[src/rtl/countdown_ctrl_pkg.sv]
// Shared definitions for the countdown controller: FSM state codes, BCD widths
// and a helper that builds an MM:SS BCD word from binary minutes/seconds.
package countdown_ctrl_pkg;

    localparam int BCD_W  = 4;
    localparam int TIME_W = 4 * BCD_W;

    typedef enum logic [2:0] {
        ST_IDLE    = 3'd0,
        ST_SET_MIN = 3'd1,
        ST_SET_SEC = 3'd2,
        ST_RUN     = 3'd3,
        ST_PAUSE   = 3'd4,
        ST_DONE    = 3'd5
    } state_t;

    function automatic logic [TIME_W-1:0] to_bcd(input int mins, input int secs);
        return {BCD_W'(mins / 10), BCD_W'(mins % 10), BCD_W'(secs / 10), BCD_W'(secs % 10)};
    endfunction

endpackage

[src/rtl/bcd_mmss_cnt.sv]
// Loadable four-digit MM:SS BCD register with decrement, minute/second increment
// (each wrapping 59 -> 00) and a zero flag on the value it will hold next edge.
module bcd_mmss_cnt
    import countdown_ctrl_pkg::*;
#(
    parameter logic [TIME_W-1:0] RST_VAL = '0
) (
    input  logic              i_clk,
    input  logic              i_rst_n,
    input  logic              i_load,
    input  logic [TIME_W-1:0] i_load_val,
    input  logic              i_dec,
    input  logic              i_inc_min,
    input  logic              i_inc_sec,
    output logic [TIME_W-1:0] o_val,
    output logic              o_zero_nxt
);

    logic [TIME_W-1:0] r_val;
    logic [TIME_W-1:0] w_nxt;
    logic [BCD_W-1:0]  w_mt, w_mu, w_st, w_su;

    assign w_mt = r_val[15:12];
    assign w_mu = r_val[11:8];
    assign w_st = r_val[7:4];
    assign w_su = r_val[3:0];

    // Priority: load > decrement > minute increment > second increment.
    always_comb begin
        w_nxt = r_val;
        if (i_load) begin
            w_nxt = i_load_val;
        end else if (i_dec) begin
            if (r_val == '0) begin
                w_nxt = r_val;
            end else if (w_su != 4'd0) begin
                w_nxt[3:0] = w_su - 4'd1;
            end else begin
                w_nxt[3:0] = 4'd9;
                if (w_st != 4'd0) begin
                    w_nxt[7:4] = w_st - 4'd1;
                end else begin
                    w_nxt[7:4] = 4'd5;
                    if (w_mu != 4'd0) begin
                        w_nxt[11:8] = w_mu - 4'd1;
                    end else begin
                        w_nxt[11:8]  = 4'd9;
                        w_nxt[15:12] = w_mt - 4'd1;
                    end
                end
            end
        end else if (i_inc_min) begin
            if (w_mu == 4'd9) begin
                w_nxt[11:8]  = 4'd0;
                w_nxt[15:12] = (w_mt == 4'd5) ? 4'd0 : w_mt + 4'd1;
            end else begin
                w_nxt[11:8] = w_mu + 4'd1;
            end
        end else if (i_inc_sec) begin
            if (w_su == 4'd9) begin
                w_nxt[3:0] = 4'd0;
                w_nxt[7:4] = (w_st == 4'd5) ? 4'd0 : w_st + 4'd1;
            end else begin
                w_nxt[3:0] = w_su + 4'd1;
            end
        end
    end

    always_ff @(posedge i_clk or negedge i_rst_n) begin
        if (!i_rst_n) begin
            r_val <= RST_VAL;
        end else begin
            r_val <= w_nxt;
        end
    end

    assign o_val      = r_val;
    assign o_zero_nxt = (w_nxt == '0);

endmodule

[src/rtl/countdown_ctrl.sv]
// MM:SS countdown timer controller with preset editing, pause and expiry alarm.
// Define COUNTDOWN_CTRL_BLINK_EN to blink display digits in edit/pause/done states.
module countdown_ctrl
    import countdown_ctrl_pkg::*;
#(
    parameter int DEFAULT_MIN = 1,
    parameter int DEFAULT_SEC = 0,
    parameter int ALARM_TICKS = 10
) (
    input  logic        CLK,
    input  logic        CLR,
    input  logic        TICK,
    input  logic        BTN_START,
    input  logic        BTN_STOP,
    input  logic        BTN_SET,
    input  logic        BTN_INC,
    output logic [15:0] TIME_BCD,
    output logic [3:0]  DIG_EN,
    output logic [2:0]  STATE,
    output logic        ALARM
);

    localparam logic [TIME_W-1:0] PRESET_RST = to_bcd(DEFAULT_MIN, DEFAULT_SEC);
    localparam logic [7:0]        ALARM_LAST = 8'(ALARM_TICKS - 1);

    state_t            r_state, w_state_nxt;
    logic              r_alarm;
    logic [7:0]        r_alarm_cnt;
    logic              w_stop, w_start, w_set, w_inc;
    logic              w_cnt_load, w_cnt_dec, w_inc_min, w_inc_sec;
    logic [TIME_W-1:0] w_preset, w_cnt;
    logic              w_preset_zero, w_cnt_zero;

    // Only the highest-priority button pressed in a cycle is seen at all.
    assign w_stop  = BTN_STOP;
    assign w_start = BTN_START & ~BTN_STOP;
    assign w_set   = BTN_SET & ~BTN_STOP & ~BTN_START;
    assign w_inc   = BTN_INC & ~BTN_STOP & ~BTN_START & ~BTN_SET;

    assign w_cnt_load = (r_state == ST_IDLE) & w_start & ~w_preset_zero;
    assign w_cnt_dec  = (r_state == ST_RUN) & TICK & ~w_stop;
    assign w_inc_min  = (r_state == ST_SET_MIN) & w_inc;
    assign w_inc_sec  = (r_state == ST_SET_SEC) & w_inc;

    bcd_mmss_cnt #(.RST_VAL(PRESET_RST)) u_preset (
        .i_clk      (CLK),
        .i_rst_n    (CLR),
        .i_load     (1'b0),
        .i_load_val ('0),
        .i_dec      (1'b0),
        .i_inc_min  (w_inc_min),
        .i_inc_sec  (w_inc_sec),
        .o_val      (w_preset),
        .o_zero_nxt (w_preset_zero)
    );

    bcd_mmss_cnt #(.RST_VAL(PRESET_RST)) u_cnt (
        .i_clk      (CLK),
        .i_rst_n    (CLR),
        .i_load     (w_cnt_load),
        .i_load_val (w_preset),
        .i_dec      (w_cnt_dec),
        .i_inc_min  (1'b0),
        .i_inc_sec  (1'b0),
        .o_val      (w_cnt),
        .o_zero_nxt (w_cnt_zero)
    );

    always_ff @(posedge CLK or negedge CLR) begin
        if (!CLR) begin
            r_state <= ST_IDLE;
        end else begin
            r_state <= w_state_nxt;
        end
    end

    always_comb begin
        w_state_nxt = r_state;
        case (r_state)
            ST_IDLE:    if (w_cnt_load) w_state_nxt = ST_RUN;
                        else if (w_set) w_state_nxt = ST_SET_MIN;
            ST_SET_MIN: if (w_set) w_state_nxt = ST_SET_SEC;
            ST_SET_SEC: if (w_set) w_state_nxt = ST_IDLE;
            ST_RUN:     if (w_stop) w_state_nxt = ST_PAUSE;
                        else if (w_cnt_dec && w_cnt_zero) w_state_nxt = ST_DONE;
            ST_PAUSE:   if (w_stop) w_state_nxt = ST_IDLE;
                        else if (w_start) w_state_nxt = ST_RUN;
            ST_DONE:    if (w_stop || w_start) w_state_nxt = ST_IDLE;
            default:    w_state_nxt = ST_IDLE;
        endcase
    end

    // Alarm stays up for ALARM_TICKS ticks spent in DONE, or until a button leaves DONE.
    always_ff @(posedge CLK or negedge CLR) begin
        if (!CLR) begin
            r_alarm     <= 1'b0;
            r_alarm_cnt <= '0;
        end else if (r_state == ST_RUN && w_state_nxt == ST_DONE) begin
            r_alarm     <= 1'b1;
            r_alarm_cnt <= '0;
        end else if (r_state == ST_DONE) begin
            if (w_state_nxt != ST_DONE) begin
                r_alarm <= 1'b0;
            end else if (TICK && r_alarm) begin
                r_alarm_cnt <= r_alarm_cnt + 8'd1;
                if (r_alarm_cnt == ALARM_LAST) r_alarm <= 1'b0;
            end
        end
    end

    always_comb begin
        TIME_BCD = '0;
        case (r_state)
            ST_IDLE, ST_SET_MIN, ST_SET_SEC: TIME_BCD = w_preset;
            ST_RUN, ST_PAUSE:                TIME_BCD = w_cnt;
            default:                         TIME_BCD = '0;
        endcase
    end

`ifdef COUNTDOWN_CTRL_BLINK_EN
    logic r_blink;

    always_ff @(posedge CLK or negedge CLR) begin
        if (!CLR) begin
            r_blink <= 1'b0;
        end else if (w_state_nxt != r_state) begin
            r_blink <= 1'b0;
        end else if (TICK && (r_state == ST_SET_MIN || r_state == ST_SET_SEC ||
                              r_state == ST_PAUSE || r_state == ST_DONE)) begin
            r_blink <= ~r_blink;
        end
    end

    always_comb begin
        DIG_EN = 4'b1111;
        if (r_blink) begin
            case (r_state)
                ST_SET_MIN:        DIG_EN = 4'b0011;
                ST_SET_SEC:        DIG_EN = 4'b1100;
                ST_PAUSE, ST_DONE: DIG_EN = 4'b0000;
                default:           DIG_EN = 4'b1111;
            endcase
        end
    end
`else
    assign DIG_EN = 4'b1111;
`endif

    assign STATE = r_state;
    assign ALARM = r_alarm;

endmodule

[config.mk]
export PLATFORM = sky130hd
export DESIGN_NAME = countdown_ctrl
export DESIGN_NICKNAME = d
export VERILOG_FILES = /design/src/rtl/countdown_ctrl_pkg.sv /design/src/rtl/bcd_mmss_cnt.sv /design/src/rtl/countdown_ctrl.sv
export SDC_FILE = /design/constraint.sdc
export NUM_CORES = 1
export LEC_CHECK = 0
export ABC_CLOCK_PERIOD_IN_PS = 2900
export CELL_PAD_IN_SITES_DETAIL_PLACEMENT = 1
export CELL_PAD_IN_SITES_GLOBAL_PLACEMENT = 2
export CORE_ASPECT_RATIO = 0.7
export CORE_MARGIN = 1.5
export CORE_UTILIZATION = 32
export DETAILED_ROUTE_END_ITERATION = 8
export PLACE_DENSITY_LB_ADDON = 0.1
export SETUP_SLACK_MARGIN = 0.2
export SLEW_MARGIN = 10
export SYNTH_ARGS = -nofsm -noshare
export SYNTH_HDL_FRONTEND = slang
export SYNTH_SLANG_ARGS = --single-unit
[constraint.sdc]
create_clock -name CLK -period 2.9 [get_ports CLK]
set_clock_uncertainty 0.05 [all_clocks]
set_input_delay 0.29 -clock CLK [delete_from_list [all_inputs] [get_ports CLK]]
set_output_delay 0.29 -clock CLK [all_outputs]
set_load 0.01 [all_outputs]
==> results.json, run 1 <==
{
  "final_cell_mix": "buf_4 (86), dfrtp_1 (40), a21oi_1 (30)",
  "start_util_pct": 32.9,
  "overflow": 0,
  "finalNonFillerCells": 641,
  "p_per_area_nw_per_um2": 703,
  "clockRootBuffer": "clkbuf_16",
  "grt_pass1_vias": 3368,
  "diodes": 0,
  "p_total_mw": 3.39,
  "numCtsBuffers": 5,
  "startpoint": "u_cnt.o_val[6]$_DFF_PN0_",
  "arrival_ns": 2.96,
  "use_met3_pct": 3.05,
  "clockBufferDepth": 2,
  "hp-class": "in2async",
  "placed_area_um2": 4270,
  "power_leakage_nw": 2.10,
  "fin_ws_ns": 0.0645,
  "grt_start_max_net_pins": 34,
  "pwr-share-clk_pct": 17.0,
  "syn_inst": 404,
  "place_hpwl_mm": 8.68,
  "vdd.ir_drop.worst_v": 0.000320,
  "rsz0062_at_grt": "yes",
  "initialDrtViolationCount": 113,
  "ys_warn_count": 0,
  "final_area_um2": 4820,
  "avgRoutedWirePerCell_um": 18.7,
  "syn_area_um2": 3410,
  "io_buffers": 26,
  "layout_commonest_cell": "buf_4",
  "r2r_slack_ns": 0.06,
  "ys_seq_elements": 44,
  "grt_pass1_wl_mm": 18.9,
  "cts_tree": "done",
  "wl_mm": 12.0,
  "synthArstFlopShare_pct": 100,
  "hold_ws_ns": 0.360,
  "die_w_um": 126,
  "synth.distinct_cells": 64,
  "setup_violations": 0,
  "cts_max_level": 2,
  "syn_avg_cell_area_um2": 8.44,
  "clock-sinks": 44,
  "layout-drive-gt1-share_pct": 30.3,
  "drtPass1Iterations": 4,
  "core_area_um2": 10400,
  "synth_seq_area_share_pct": 32.4,
  "path_clk_slew_ns": 0.07,
  "use_met2_pct": 34.9,
  "vias": 3436,
  "die_area_um2": 11300,
  "grt_antenna_before_repair": 0,
  "grtUsageMet1_pct": 31.8,
  "period_needed_ns": 2.84,
  "synth_edf_count": 0,
  "timing.setup.tns_ns": 0,
  "final_core_util_pct": 46.6,
  "dpl.cell_count": 608,
  "grt-busiest-layer": "met2",
  "globalRouteTotalUtil_pct": 21.8,
  "row_count": 31,
  "io_pins": 31,
  "gp_congestion": 0.824,
  "final_nets": 519,
  "ant_nets": 0,
  "r2r-start": "u_cnt.o_val[6]$_DFF_PN0_",
  "p_sw_mw": 1.35,
  "cp-end-kind": "register",
  "crit_type": "reg2reg",
  "swShare_pct": 39.8,
  "seqPwrFrac_pct": 25.0,
  "maxCapViolations": 0,
  "hold_viol": 0,
  "timing.fmax_ghz": 0.353,
  "critPathRequiredTime_ns": 3.03,
  "combPwrFrac_pct": 57.9,
  "cp_max_fo": 3,
  "synth-main-ff-cell": "dfrtp_1",
  "post-route-period-util_pct": 97.8,
  "vias_per_cell": 5.36,
  "clkLatencyLatePin_ns": 0.29,
  "pre_cts_ws_ns": -0.305,
  "die_h_um": 89.3,
  "drc": 0,
  "status": "finished, final reports clean",
  "power.internal_mw": 2.04,
  "area_growth_pct": 41.5,
  "slew_viol_final": 0,
  "startpoint_type": "register"
}
## cell families (layout without fill, tap and decap cells)
| family | Yosys count | after routing | share of synthesized area (%) |
|---|---|---|---|
| other | 1 | 4 | 0.110 |
| xor gates and xnor gates | 13 | 13 | 3.34 |
| AOI/OAI and AO/OA | 108 | 108 | 21.4 |
| buffers and inverters | 46 | 148 | 5.95 |
| DFF | 44 | 44 | 32.4 |
| and+or+nand+nor | 161 | 161 | 26.7 |
| adders and majority gates | 4 | 4 | 1.47 |
| muxes | 27 | 27 | 8.63 |
## timing repair
action / 4_1_cts / 5_1_grt
setup buffers: 12 / 10
endpoints found under the setup margin: 36 / 39
resized for setup: 19 / 32
pin swaps: 9 / 8
hold endpoints to repair: 11 / 0
cloned: 1 / 1
hold buffers: 1 / 0
## flip-flops by register name, indices dropped and copies added (netlist names)
register	count
STATE	3
r_alarm_cnt	8
ALARM	1
u_preset.o_val	16
u_cnt.o_val	16
## final timing paths
path,endpoint,depth (start not counted)
min,u_preset.o_val[5]$_DFF_PN0_,2
min in group CLK,r_alarm_cnt[0]$_DFFE_PN0P_,1
min reg2reg,r_alarm_cnt[0]$_DFFE_PN0P_,1
max,STATE[1]$_DFF_PN0_,8
max reg2reg,STATE[1]$_DFF_PN0_,8
max in group asynchronous,STATE[1]$_DFF_PN0_,3
## per-layer routing
metal / share of wire (%) / vias up
li1: - / 1675
met1: 52 / 1730
met2: 45 / 27
met3: 2.4 / 4
met4: 0.48 / 0
met5: 0 / -
## synthesized netlist by cell type, types with 4 or more instances
cell        n  area, um2
mux2_2     15        169
buf_1       4       15.0
xnor2_1    11       96.3
mux2_1      4       45.0
nand3_1    16       80.1
nor2_1     28        105
o21ai_0    17       85.1
o31ai_1     4       30.0
inv_1      17       63.8
nor2b_1    24        150
a21oi_1    30        150
dfrtp_1    42       1050
nand2b_1    9       56.3
a2bb2oi_1  13        114
a31oi_1     5       31.3
nand4_1     4       25.0
o22ai_1    17        106
nand2_1    28        105
buf_4       4       30.0
ha_1        4       50.1
or3_1       6       37.5
and3_1      7       43.8
mux2i_1     8       80.1
clkbuf_1   18       67.6
nor3_1      9       45.0
## worst max-delay path, cell delays in order, from the launching register on
cell,delay (ns)
dfrtp_1,0.38
or4_4,0.57
or3_4,0.37
or4_4,0.43
a31oi_4,0.20
o2111ai_4,0.16
buf_6,0.15
nor2b_4,0.11
a211o_1,0.29
## final cells by class
cell class	count	area (um2)
inverters	18	67.6
clock inverters	2	12.5
multi-input cells	317	2280
well taps	132	165
flip-flops and latches	44	1110
clock buffers	6	129
fillers	1233	5530
repair buffers	122	1070
## power by group through the flow
stage                     registers [mW]  logic (mW)  clock network, mW
after global routing               0.861        2.13              0.613
after detailed placement           0.857        1.77                  0
after floorplan                    0.862       0.975                  0
after CTS                          0.849        1.84              0.594
final                              0.849        1.97              0.578
after global placement             0.856        1.74                  0
Power figures use the tool's default switching activity.
==> run 2: changes to the inputs <==
CORE_MARGIN = 3   (was 1.5)
PLACE_DENSITY = 0.88   (was not set)
PLACE_DENSITY_LB_ADDON = not set   (was 0.1)
==> run 2 against run 1 <==
Total power increased by 0.27%. Non-clock buffer count decreased by 8. Largest cell class unchanged. Clock-buffer cell count increased by 1. Via count increased by 4.9%. Fmax decreased by 0.10%. Design area decreased by 0.73%.
==> results.json, run 2 (same netlist as run 1, synthesis figures left out) <==
{
  "final_area_um2": 4790,
  "row_count": 30,
  "start_util_pct": 34.0,
  "numCtsBuffers": 5,
  "diodes": 0,
  "drtPass1Iterations": 5,
  "layout_commonest_cell": "buf_4",
  "avgRoutedWirePerCell_um": 20.3,
  "final_cell_mix": "buf_4 (72), dfrtp_1 (40), a21oi_1 (30)",
  "path_clk_slew_ns": 0.07,
  "grt_pass1_wl_mm": 19.5,
  "gp_congestion": 0.822,
  "multi_input_area_um2": 2300,
  "clockRootBuffer": "clkbuf_16",
  "wl_mm": 12.8,
  "regArea_um2": 1110,
  "area_growth_pct": 40.5,
  "vdd.ir_drop.worst_v": 0.000263,
  "clkLatencyLatePin_ns": 0.30,
  "vias_per_cell": 5.73,
  "die_w_um": 129,
  "core_area_um2": 10000,
  "ant_nets": 0,
  "globalRouteTotalUtil_pct": 20.7,
  "place_hpwl_mm": 8.52,
  "timing.fmax_ghz": 0.352,
  "drc": 0,
  "clock-sinks": 44,
  "maxCapViolations": 0,
  "startpoint_type": "register",
  "grt_pass1_vias": 3574,
  "post-route-period-util_pct": 97.9,
  "relSlewSlack_pct": 27.5,
  "clockBufferDepth": 2,
  "cts-hold-fix-buffers": 0,
  "status": "finished, final reports clean",
  "power_leakage_nw": 2.07,
  "initialDrtViolationCount": 227,
  "hold_viol": 0,
  "final_nets": 511,
  "crit_type": "reg2reg",
  "rsz0062_at_grt": "yes",
  "grt_start_max_net_pins": 45,
  "io_pins": 31,
  "arrival_ns": 2.97,
  "cp-end-kind": "register",
  "setup_violations": 0,
  "placed_area_um2": 4220,
  "die_h_um": 92.3,
  "io_buffers": 26,
  "period_needed_ns": 2.84,
  "cp_max_fo": 9,
  "hold_ws_ns": 0.120,
  "worst_pin_slew_ns": 1.09,
  "cts_max_level": 2,
  "layout-drive-gt1-share_pct": 30.5,
  "vias": 3605,
  "slew_viol_final": 0,
  "fillers": 1147,
  "hp-class": "in2async",
  "p_per_area_nw_per_um2": 710,
  "grt_antenna_before_repair": 0,
  "die_area_um2": 11900,
  "overflow": 0,
  "cts_tree": "done",
  "critPathRequiredTime_ns": 3.03
}
## run 2: cell count changes in the layout (fill, tap and decap cells not counted), moves of 2 or more
| cell | before | now |
|---|---|---|
| buf_4 | 86 | 72 |
| buf_8 | 2 | 0 |
| a31oi_1 | 4 | 2 |
| mux2_4 | 14 | 8 |
| dlygate4sd2_1 | 2 | 4 |
| a41oi_1 | 2 | 0 |
| nor2_2 | 0 | 2 |
| buf_6 | 3 | 12 |
| a41oi_2 | 0 | 2 |
| mux2_2 | 5 | 11 |
## run 2: power by group
| part | total [mW] | internal [mW] | switching (mW) | leakage, nW |
|---|---|---|---|---|
| registers | 0.855 | 0.733 | 0.122 | 0.557 |
| logic | 1.96 | 0.967 | 0.995 | 1.44 |
| clock network | 0.584 | 0.320 | 0.264 | 0.0679 |
| total | 3.40 | 2.02 | 1.38 | 2.07 |
## run 2: cell type report
type / count / share of cell area, %
clock buffers: 7 / 2.77
inverters: 18 / 1.41
clock inverters: 1 / 0.105
multi-input cells: 317 / 48.0
repair buffers: 114 / 21.3
flip-flops and latches: 44 / 23.1
well taps: 128 / 3.34
## run 2: repair_timing
action | CTS | global route
setup buffers | 15 | 5
endpoints found under the setup margin | 37 | 45
cloned | 2 | 0
pin swaps | 8 | 8
gates resized for setup | 19 | 44
## run 2: path summary, 6_finish.rpt
check | slack, ns | startpoint | to | cells after the start
worst max-delay path | 0.06 | u_preset.o_val[8]$_DFF_PN1_ | u_cnt.o_val[5]$_DFF_PN0_ | 8
worst min-delay path | 0.12 | CLR | r_alarm_cnt[0]$_DFFE_PN0P_ | 1
worst max register to register | 0.06 | u_preset.o_val[8]$_DFF_PN1_ | u_cnt.o_val[5]$_DFF_PN0_ | 8
worst min register to register | 0.49 | r_alarm_cnt[0]$_DFFE_PN0P_ | r_alarm_cnt[0]$_DFFE_PN0P_ | 1
max in group asynchronous | 1.93 | CLR | STATE[1]$_DFF_PN0_ | 1
min in group CLK | 0.49 | r_alarm_cnt[0]$_DFFE_PN0P_ | r_alarm_cnt[0]$_DFFE_PN0P_ | 1
## run 2: stage by stage
step / cells / util [%] / setup TNS, ns / worst slack (ns) / total power [mW]
after CTS: 624 / 45.8 / 0 / 0.0414 / 3.29
final: 629 / 47.8 / 0 / 0.0617 / 3.40
after floorplan: 407 / - / 0 / 0.0959 / 1.84
after detailed placement: 599 / 42.1 / -2.51 / -0.160 / 2.58
after global routing: 629 / 47.8 / -0.00781 / -0.00781 / 3.57
after global placement: 599 / 42.1 / -1.58 / -0.113 / 2.52
## run 2: layer usage
layer / part of all wire [%] / GRT usage, % / up-vias
met3: 3.4 / 2.94 / 20
met5: 0 / 0 / -
met1: 46 / 28.8 / 1857
met2: 49 / 34.2 / 80
met4: 1.4 / 4.55 / 0
li1: - / - / 1648
## run 2: worst max-delay path, cell delays in order, from the launching register on
cell and delay, ns:
dfstp_2 0.55, nand3b_1 0.14, nor4_4 0.30, nand2_2 0.13, or4b_4 0.52, a221oi_4 0.34, a31oi_4 0.19, buf_12 0.20
mux2_4 0.30
